`src/rtl/ddu_run_ctrl.sv`:
```
// Run/step sequencer and memory-view address controller for the debug display unit.
// Conditions front-panel inputs, drives the CPU clock enable and handles address auto-repeat.
module ddu_run_ctrl #(
    parameter int DEBOUNCE_CYCLES = 50000,
    parameter int REPEAT_DELAY    = 2500000,
    parameter int REPEAT_RATE     = 500000,
    parameter int ADDR_W          = 8
) (
    input  logic              clk_5M,
    input  logic              reset,
    input  logic              cont,
    input  logic              step,
    input  logic              inc,
    input  logic              dec,
    input  logic              halt_req,
    output logic              cpu_en,
    output logic [ADDR_W-1:0] addr,
    output logic [15:0]       cyc_cnt,
    output logic [1:0]        state_o
);

    // state | meaning
    // PAUSE | CPU frozen, waiting for run switch or step press
    // RUN   | CPU free-running
    // STEP  | single enabled cycle, then back to PAUSE
    // HALT  | program finished; released by falling edge of cont
    typedef enum logic [1:0] {
        PAUSE = 2'd0,
        RUN   = 2'd1,
        STEP  = 2'd2,
        HALT  = 2'd3
    } state_t;

    localparam int DB_W    = $clog2(DEBOUNCE_CYCLES + 1);
    localparam int RPT_MAX = (REPEAT_DELAY > REPEAT_RATE) ? REPEAT_DELAY : REPEAT_RATE;
    localparam int RPT_W   = $clog2(RPT_MAX + 1);
    localparam logic [DB_W-1:0]  DB_LAST    = DB_W'(DEBOUNCE_CYCLES - 1);
    localparam logic [RPT_W-1:0] DELAY_LAST = RPT_W'(REPEAT_DELAY - 1);
    localparam logic [RPT_W-1:0] RATE_LAST  = RPT_W'(REPEAT_RATE - 1);

    logic [3:0] raw, sync1, sync2, lvl, lvl_d;
    assign raw = {dec, inc, step, cont};

    always_ff @(posedge clk_5M or posedge reset) begin
        if (reset) begin
            sync1 <= '0;
            sync2 <= '0;
            lvl_d <= '0;
        end else begin
            sync1 <= raw;
            sync2 <= sync1;
            lvl_d <= lvl;
        end
    end

    // Debounced level only moves after DEBOUNCE_CYCLES consecutive disagreeing samples.
    for (genvar i = 0; i < 4; i++) begin : g_db
        logic [DB_W-1:0] cnt;
        logic            lvl_q;

        always_ff @(posedge clk_5M or posedge reset) begin
            if (reset) begin
                cnt   <= '0;
                lvl_q <= 1'b0;
            end else if (sync2[i] == lvl_q) begin
                cnt <= '0;
            end else if (cnt == DB_LAST) begin
                cnt   <= '0;
                lvl_q <= sync2[i];
            end else begin
                cnt <= cnt + 1'b1;
            end
        end

        assign lvl[i] = lvl_q;
    end

    logic cont_db, cont_fall, step_p, inc_db, dec_db, inc_p, dec_p;
    assign cont_db   = lvl[0];
    assign cont_fall = ~lvl[0] & lvl_d[0];
    assign step_p    = lvl[1] & ~lvl_d[1];
    assign inc_db    = lvl[2];
    assign inc_p     = lvl[2] & ~lvl_d[2];
    assign dec_db    = lvl[3];
    assign dec_p     = lvl[3] & ~lvl_d[3];

    state_t state, state_nxt;
    logic   cpu_en_nxt;

    always_ff @(posedge clk_5M or posedge reset) begin
        if (reset) begin
            state   <= PAUSE;
            cpu_en  <= 1'b0;
            cyc_cnt <= '0;
        end else begin
            state  <= state_nxt;
            cpu_en <= cpu_en_nxt;
            if (cpu_en) cyc_cnt <= cyc_cnt + 1'b1;
        end
    end

    always_comb begin
        state_nxt = state;
        case (state)
            PAUSE: begin
                if (halt_req)     state_nxt = HALT;
                else if (cont_db) state_nxt = RUN;
                else if (step_p)  state_nxt = STEP;
            end
            RUN: begin
                if (halt_req)      state_nxt = HALT;
                else if (!cont_db) state_nxt = PAUSE;
            end
            STEP:    state_nxt = halt_req ? HALT : PAUSE;
            HALT:    if (cont_fall) state_nxt = PAUSE;
            default: state_nxt = PAUSE;
        endcase
    end

    // cpu_en is registered from the next state so it tracks the state register exactly.
    always_comb begin
        cpu_en_nxt = (state_nxt == RUN) || (state_nxt == STEP);
        state_o    = state;
    end

    logic [RPT_W-1:0] rep_cnt;
    logic             rep_first;

    always_ff @(posedge clk_5M or posedge reset) begin
        if (reset) begin
            addr      <= '0;
            rep_cnt   <= '0;
            rep_first <= 1'b1;
        end else if ((inc_db && dec_db) || (inc_p && dec_p)) begin
            rep_cnt   <= '0;
            rep_first <= 1'b1;
        end else if (inc_p || dec_p) begin
            addr      <= inc_p ? addr + 1'b1 : addr - 1'b1;
            rep_cnt   <= '0;
            rep_first <= 1'b1;
        end else if (inc_db ^ dec_db) begin
            if (rep_cnt == (rep_first ? DELAY_LAST : RATE_LAST)) begin
                addr      <= inc_db ? addr + 1'b1 : addr - 1'b1;
                rep_cnt   <= '0;
                rep_first <= 1'b0;
            end else begin
                rep_cnt <= rep_cnt + 1'b1;
            end
        end else begin
            rep_cnt   <= '0;
            rep_first <= 1'b1;
        end
    end

endmodule
```
`config.mk`:
```
export PLATFORM = sky130hd
export DESIGN_NAME = ddu_run_ctrl
export DESIGN_NICKNAME = d
export VERILOG_FILES = /design/src/rtl/ddu_run_ctrl.sv
export SDC_FILE = /design/constraint.sdc
export NUM_CORES = 1
export LEC_CHECK = 0
export ABC_AREA = 1
export BUFFER_PORTS_ARGS = -buffer_cell sky130_fd_sc_hd__buf_4
export CAP_MARGIN = 20
export CORE_MARGIN = 8
export CORE_UTILIZATION = 40
export DETAILED_ROUTE_END_ITERATION = 10
export GPL_TIMING_DRIVEN = 0
export PLACE_DENSITY = 0.59
export SYNTH_ARGS = -nofsm -noshare
export SYNTH_HDL_FRONTEND = slang
export SYNTH_SLANG_ARGS = --single-unit
```
`constraint.sdc`:
```
create_clock -name clk_5M -period 3.7 [get_ports clk_5M]
set_clock_uncertainty 0.15 [all_clocks]
set_input_delay 0.185 -clock clk_5M [delete_from_list [all_inputs] [get_ports clk_5M]]
set_output_delay 0.185 -clock clk_5M [all_outputs]
set_load 0.01 [all_outputs]
```
==> flow_summary.toml, run 1 <==
[outcome]
status = "finished clean"

[placement]
dp_hpwl_microns = 11000
io_buffers = 33
gp_congestion = 0.835
place_area_sq_um = 7550

[synth]
synth_cells = 892
ys.warnings.count = 0
yosysTopAreaCellShare_pct = 46.4
syn_nets = 909
synthesis.area_sq_um = 6960
synth_area_leaders = "dfrtp_1, nand2_1, nor2_1"
yosysSeqAreaShare_pct = 46.8
syn_area_per_cell_sq_um = 7.80
synth_cell_types = 36
ys_ff_latch = 130
post-synth-top-area-cell = "dfrtp_1"

[route]
route.detailed.drc = 0
viasPerCell = 4.88
routed_wl_microns = 15200
drt-pass1-iter-count = 4
drt_iter0_markers = 257
drtAntennaViolNets = 0
wl_per_cell_microns = 12.8
num_vias = 5802

[die]
placementRows = 48
core_sq_um = 17200
die_area_sq_um = 21900
start_util_pct = 40.5
dieHeight_microns = 148
io_pins = 34
die_w_microns = 148

[power_and_ir_drop]
p_leak_nw = 3.75
ir_drop_uv = 320
p_per_area_nw_per_um2 = 405

[timing]
setup_viol = 0
drv_slew = 0
tns_ns = 0
finalCriticalPeriod_ns = 2.10
hold_ws_ns = 0.0432
worst_slew_pin_slew_ns = 0.636
fin_crit_sh_pct = 56.9
relSlewSlack_pct = 57.2
fmax_mhz = 475
rsz0062_at_grt = "false"
hold_viol = 0

[global_routing]
first_global_vias = 5678
grt.total_usage_pct = 14.9
grt_overflow = 0
antenna_found_initial = 0
grt_max_degree = 40
grt_pass1_wl_microns = 26700

[cts]
cts.sinks = 130
clkTransAtPathRegs_ns = 0.06
cts_buffers = 17
post_cts_buffers = 0
cts_root_buf = "clkbuf_16"
clk_latency_ns = 0.41
h-tree-depth = 4
cts_tree = "yes"
cts.path.max_buffers = 2

[finish]
drive_gt1_share_pct = 9.13
fill_cells = 1745
nets = 969
layout_common_cells = "nand2_1, nor2_1, dfrtp_1"
syn_to_final_growth_pct = 18.5
layout_commonest_cell = "nand2_1"
diodes = 0
final_area_sq_um = 8250

[setup_path]
worstPathCellList = "ha_1, nand2_1, nor2_1, nor3b_1, nand3_1, nand2_4, buf_6, nor2_1"
cp.required_ns = 3.85
cpMaxStageDelayCell = "dfrtp_1"
cpLargestDelayFamily = "simple AND/OR/NAND/NOR gates"
end_kind = "register"
arrival_ns = 2.25
path_max_fanout = 10
cpPeakStageDelay_ns = 0.42
worstSetupPathType = "register to register"
crit_buf_inv = 1
setup.worst_path.start_class = "register"
path_common_cell = "nor2_1"

[hold_path]
hold_class = "primary input to register"

[run]
cap_violations = 0
-- per-stage QoR --
| step | cells | power, mW | util [%] | setup slack (ns) |
|---|---|---|---|---|
| after CTS | 1189 | 3.41 | 48.0 | 1.57 |
| after detailed placement | 1153 | 1.55 | 44.0 | 1.58 |
| final | 1189 | 3.34 | 48.0 | 1.60 |
| after global placement | 1150 | 1.54 | 43.6 | 0.814 |
| after floorplan | 892 | 1.52 | - | 1.76 |
| after global routing | 1189 | 3.48 | 48.0 | 1.38 |
-- final cells by class --
cell class | count | area (sq um) | area share [%]
buffer | 7 | 50.0 | 0.607
clock buffer | 23 | 498 | 6.04
clock inverter | 8 | 149 | 1.80
sequential | 130 | 3250 | 39.4
tap | 225 | 282 | 3.41
timing repair buffer | 41 | 358 | 4.34
inverter | 113 | 445 | 5.40
multi-input combinational | 642 | 3210 | 39.0
-- worst paths after layout --
path	to	slack (ns)	cells past startpoint	from
max in group asynchronous	g_db[2].cnt[2]$_DFF_PP0_	2.39	5	reset
min in group asynchronous	state_o[1]$_DFF_PP0_	0.21	3	reset
setup / recovery	rep_cnt[9]$_DFF_PP0_	1.60	8	rep_cnt[0]$_DFF_PP0_
hold reg to reg	sync2[1]$_DFF_PP0_	0.20	0	sync1[1]$_DFF_PP0_
setup reg to reg	rep_cnt[9]$_DFF_PP0_	1.60	8	rep_cnt[0]$_DFF_PP0_
hold / removal	state_o[1]$_DFF_PP0_	0.04	5	halt_req
-- worst reg2reg max path, delay by kind of cell (launching register included) --
family / cells / cell delay (ns)
AND/OR/NAND/NOR: 6 / 1.03
flip-flops: 1 / 0.42
adder cells (fa/ha/maj): 1 / 0.22
buffers and inverters: 1 / 0.17
-- report_power, final --
group / leakage [nW] / switching [mW] / total, mW / internal (mW)
Clock: 0.311 / 0.603 / 1.82 / 1.21
Sequential: 1.77 / 0.0106 / 1.45 / 1.44
Combinational: 1.66 / 0.0531 / 0.0798 / 0.0267
-- timing repair --
action / in CTS / in global routing
gates resized for setup: 0 / 0
hold endpoints to repair: 23 / 0
hold buffers: 5 / 0
-- synthesized netlist by cell type --
cell type and n:
xor2_1 41, nor3_2 2, inv_6 2, nor4_1 6
dfrtp_1 129, nand4_1 30, o21ai_0 25, ha_1 10
nand2_1 200, clkbuf_1 3, or2_2 3, o21ai_4 1
nor2_2 2, nor3b_1 6, o21bai_1 2, o31ai_1 1
buf_2 1, buf_6 3, dfstp_2 1, a21oi_1 24
and2_1 2, xnor2_1 9, nor2_1 140, nand3_2 1
nand3b_1 3, or2_1 1, mux2_2 1, nand2_4 1
inv_1 110, nand2_8 1, a31oi_1 2, nor3_1 44
nand3_1 80, inv_8 1, nor2_8 1, o211ai_1 3
-- sequential cells by signal (all words and copies together), names as in the netlist --
register    cells
state_o         2
cpu_en          1
sync2           4
g_db.lvl_q      2
dec_db          1
lvl_d           4
g_db.cnt       64
addr            8
sync1           4
cyc_cnt        16
cont_db         1
rep_cnt        22
rep_first       1
-- logic make-up after synthesis --
group           Yosys count  synth area share [%]
buf+inv                 120                  7.06
simple gates            523                  33.3
flops                   130                  46.8
mux                       1                 0.162
compound gates           58                  4.58
fa+ha+maj                10                  1.80
xor+xnor                 50                  6.29
-- layer usage --
| metal | up-vias | GRT usage (%) | part of all wire [%] |
|---|---|---|---|
| li1 | 3003 | - | - |
| met5 | - | 0 | 0 |
| met1 | 2703 | 19.8 | 50 |
| met4 | 0 | 5.05 | 0.92 |
| met3 | 9 | 3.97 | 4.3 |
| met2 | 87 | 23.1 | 45 |
Power figures use the tool's default switching activity.
==> inputs of run 2 (changes only) <==
ABC_AREA = 0   (was 1)
clock period = 1.86 ns   (was 3.7 ns; I/O delays follow)
==> flow_summary.toml, run 2 <==
[synth]
post-synth-top-area-cell = "dfrtp_1"
synthTopCellsByCount = "dfrtp_1, nor2_1, xnor2_1"
synth_top_family_by_area = "simple AND/OR/NAND/NOR gates"
syn_nets = 607
synth_area_leaders = "dfrtp_1, xnor2_1, xor2_1"
synth_cells = 590
synthMuxAreaShare_pct = 1.92
ys.warnings.count = 0
synthArstFlopShare_pct = 100
synthXorXnorAreaFrac_pct = 14.7
yosysTopAreaCellShare_pct = 52.7
yosysSeqAreaShare_pct = 53.1
synth_most_common_cell = "dfrtp_1"
synth_cell_types = 48
synthesis.area_sq_um = 6130
synth-compound-area-share_pct = 2.51
synth-simple-area-share_pct = 23.3
dominantRegCellSynth = "dfrtp_1"
synth_edf_count = 0
synthAdderAreaFrac_pct = 2.04
ys_ff_latch = 130
syn_area_per_cell_sq_um = 10.4

[setup_path]
cpMaxStageDelayCell = "dfrtp_2"
setup.worst_path.start_class = "register"
arrival_ns = 2.26
path_max_fanout = 5
crit_buf_inv = 0
cpLargestDelayFamily = "multiplexers"
end_kind = "register"
r2r_slack_ns = -0.18
worstPathCellList = "or3_4, a2111oi_4, mux2_4, a221oi_2, mux2_4"
rr_startpoint = "addr[4]$_DFFE_PP0P_"
reg2reg_to = "addr[7]$_DFFE_PP0P_"
ff2ff_path_depth = 5
worstSetupPathType = "register to register"
cp.required_ns = 2.07
cpPeakStageDelay_ns = 0.43
path_common_cell = "mux2_4"

[global_routing]
antenna_found_initial = 0
grt_pass1_wl_microns = 21300
grt_max_degree = 44
grt.total_usage_pct = 13.3
first_global_vias = 4616
grt_overflow = 0

[finish]
drive_gt1_share_pct = 25.3
fill_cells = 1298
nets = 700
syn_to_final_growth_pct = 29.7
regArea_sq_um = 3260
reg.largest.list = "g_db.cnt x64, rep_cnt x22, cyc_cnt x16"
layout_commonest_cell = "dfrtp_1"
layout_common_cells = "dfrtp_1, nor2_1, buf_4"
largest_reg_flops = 64
top_register = "g_db.cnt"
multi_input_area_sq_um = 2970
diodes = 0

[die]
die_area_sq_um = 19500
start_util_pct = 40.6
io_pins = 34
placementRows = 45
core_sq_um = 15100
die_w_microns = 140
dieHeight_microns = 140

[route]
drt-pass1-iter-count = 5
top_layer = "met4"
met2RoutedLength_microns = 6050
drtAntennaViolNets = 0
route.detailed.drc = 0
wl_met3_microns = 410
wl_met1_microns = 5510
num_vias = 4403
drt_iter0_markers = 183
viasPerCell = 4.98
routed_wl_microns = 12200
wl_per_cell_microns = 13.9

[timing]
drv_slew = 0
fin_crit_sh_pct = 110
setup_viol = 29
hold_viol = 0
fmax_mhz = 489
finalCriticalPeriod_ns = 2.04
relSlewSlack_pct = 64.6
worst_slew_pin_slew_ns = 0.530
worst_slack_ns = -0.183
rsz0062_at_grt = "true"

[placement]
io_buffers = 33
dp_hpwl_microns = 7990
gp_congestion = 0.801
place_ws_ns = -0.409

[hold_path]
hold_class = "primary input to asynchronous set/reset pin"

[power_and_ir_drop]
power_mw = 6.78
p_leak_nw = 3.53
p_per_area_nw_per_um2 = 853
ir_drop_uv = 585

[run]
cap_violations = 0

[cts]
clk_latency_ns = 0.42
h-tree-depth = 4
clkTransAtPathRegs_ns = 0.06
cts.path.max_buffers = 2
cts_buffers = 17
cts_tree = "yes"
cts_root_buf = "clkbuf_16"
cts.sinks = 130

[outcome]
status = "complete, but fails checks"
violations = "setup timing"
## run 2: cell count changes in the layout (fill, tap and decap cells not counted), sizes merged, moves of 28 or more
cell   previous run  this run
nand3            81        48
nor3             46        18
nor2            143       110
inv             112        17
nand2           202        33
xnor2             9        52
buf              40        79
## run 2: what timing repair did
item / 4_1_cts / 5_1_grt
hold buffers: 6 / 0
endpoints found under the setup margin: 87 / 86
pin swaps: 33 / 15
resized for setup: 29 / 38
setup buffers: 23 / 9
cloned: 3 / 0
endpoints found under the hold margin: 93 / 0
## run 2: kinds of logic (layout without fill, tap and decap cells)
| group | after synthesis | after routing |
|---|---|---|
| simple gates | 290 | 290 |
| buf+inv | 30 | 136 |
| fa+ha+maj | 10 | 10 |
| xor+xnor | 103 | 103 |
| flops | 130 | 130 |
| mux | 10 | 10 |
| compound gates | 17 | 17 |
## run 2: worst min-delay path, cell delays in order
cell and delay [ns]:
dlygate4sd3_1 0.54, buf_4 0.14, clkinvlp_4 0.36
## run 2: power breakdown
group | leakage, nW | switching (mW) | internal, mW
sequential | 1.77 | 0.0549 | 2.88
clock | 0.313 | 1.19 | 2.38
combinational | 1.44 | 0.152 | 0.126
## run 2: layer usage
| metal | vias up | global-route usage (%) |
|---|---|---|
| met5 | - | 0 |
| met4 | 0 | 6.23 |
| met3 | 23 | 3.80 |
| met2 | 53 | 22.0 |
| met1 | 2155 | 15.7 |
| li1 | 2172 | - |
## run 2: final cells by class
cell class	count	share of cell area (%)
well taps	188	2.96
clock buffers	23	6.14
multi-input cells	430	37.3
repair buffers	77	8.78
plain buffers	9	1.01
inverters	18	0.897
flip-flops and latches	130	41.0
clock inverters	9	1.90
## run 2: worst max-delay path by stage
stage	start	end	slack [ns]	cells after the start
after floorplan	addr[2]$_DFFE_PP0P_	addr[7]$_DFFE_PP0P_	-0.18	5
after global placement	reset	addr[2]$_DFFE_PP0P_	-0.96	2
after detailed placement	g_db[2].cnt[0]$_DFF_PP0_	g_db[2].cnt[12]$_DFF_PP0_	-0.41	6
after CTS	rep_first$_DFFE_PP1P_	addr[7]$_DFFE_PP0P_	-0.20	5
after global routing	rep_first$_DFFE_PP1P_	rep_cnt[11]$_DFF_PP0_	-0.25	7
final	addr[4]$_DFFE_PP0P_	addr[7]$_DFFE_PP0P_	-0.18	5
## run 2: through the flow
step / hold slack [ns] / utilization [%] / area, sq um / cells / setup TNS (ns)
after global placement: 0.0531 / 44.1 / 6650 / 811 / -110.80
final: 0.132 / 52.7 / 7950 / 884 / -3.20
after floorplan: -0.0256 / - / 6170 / 590 / -0.476
after CTS: 0.131 / 51.2 / 7730 / 875 / -3.29
after global routing: 0.172 / 52.7 / 7950 / 884 / -6.31
after detailed placement: 0.0179 / 44.5 / 6710 / 814 / -14.12
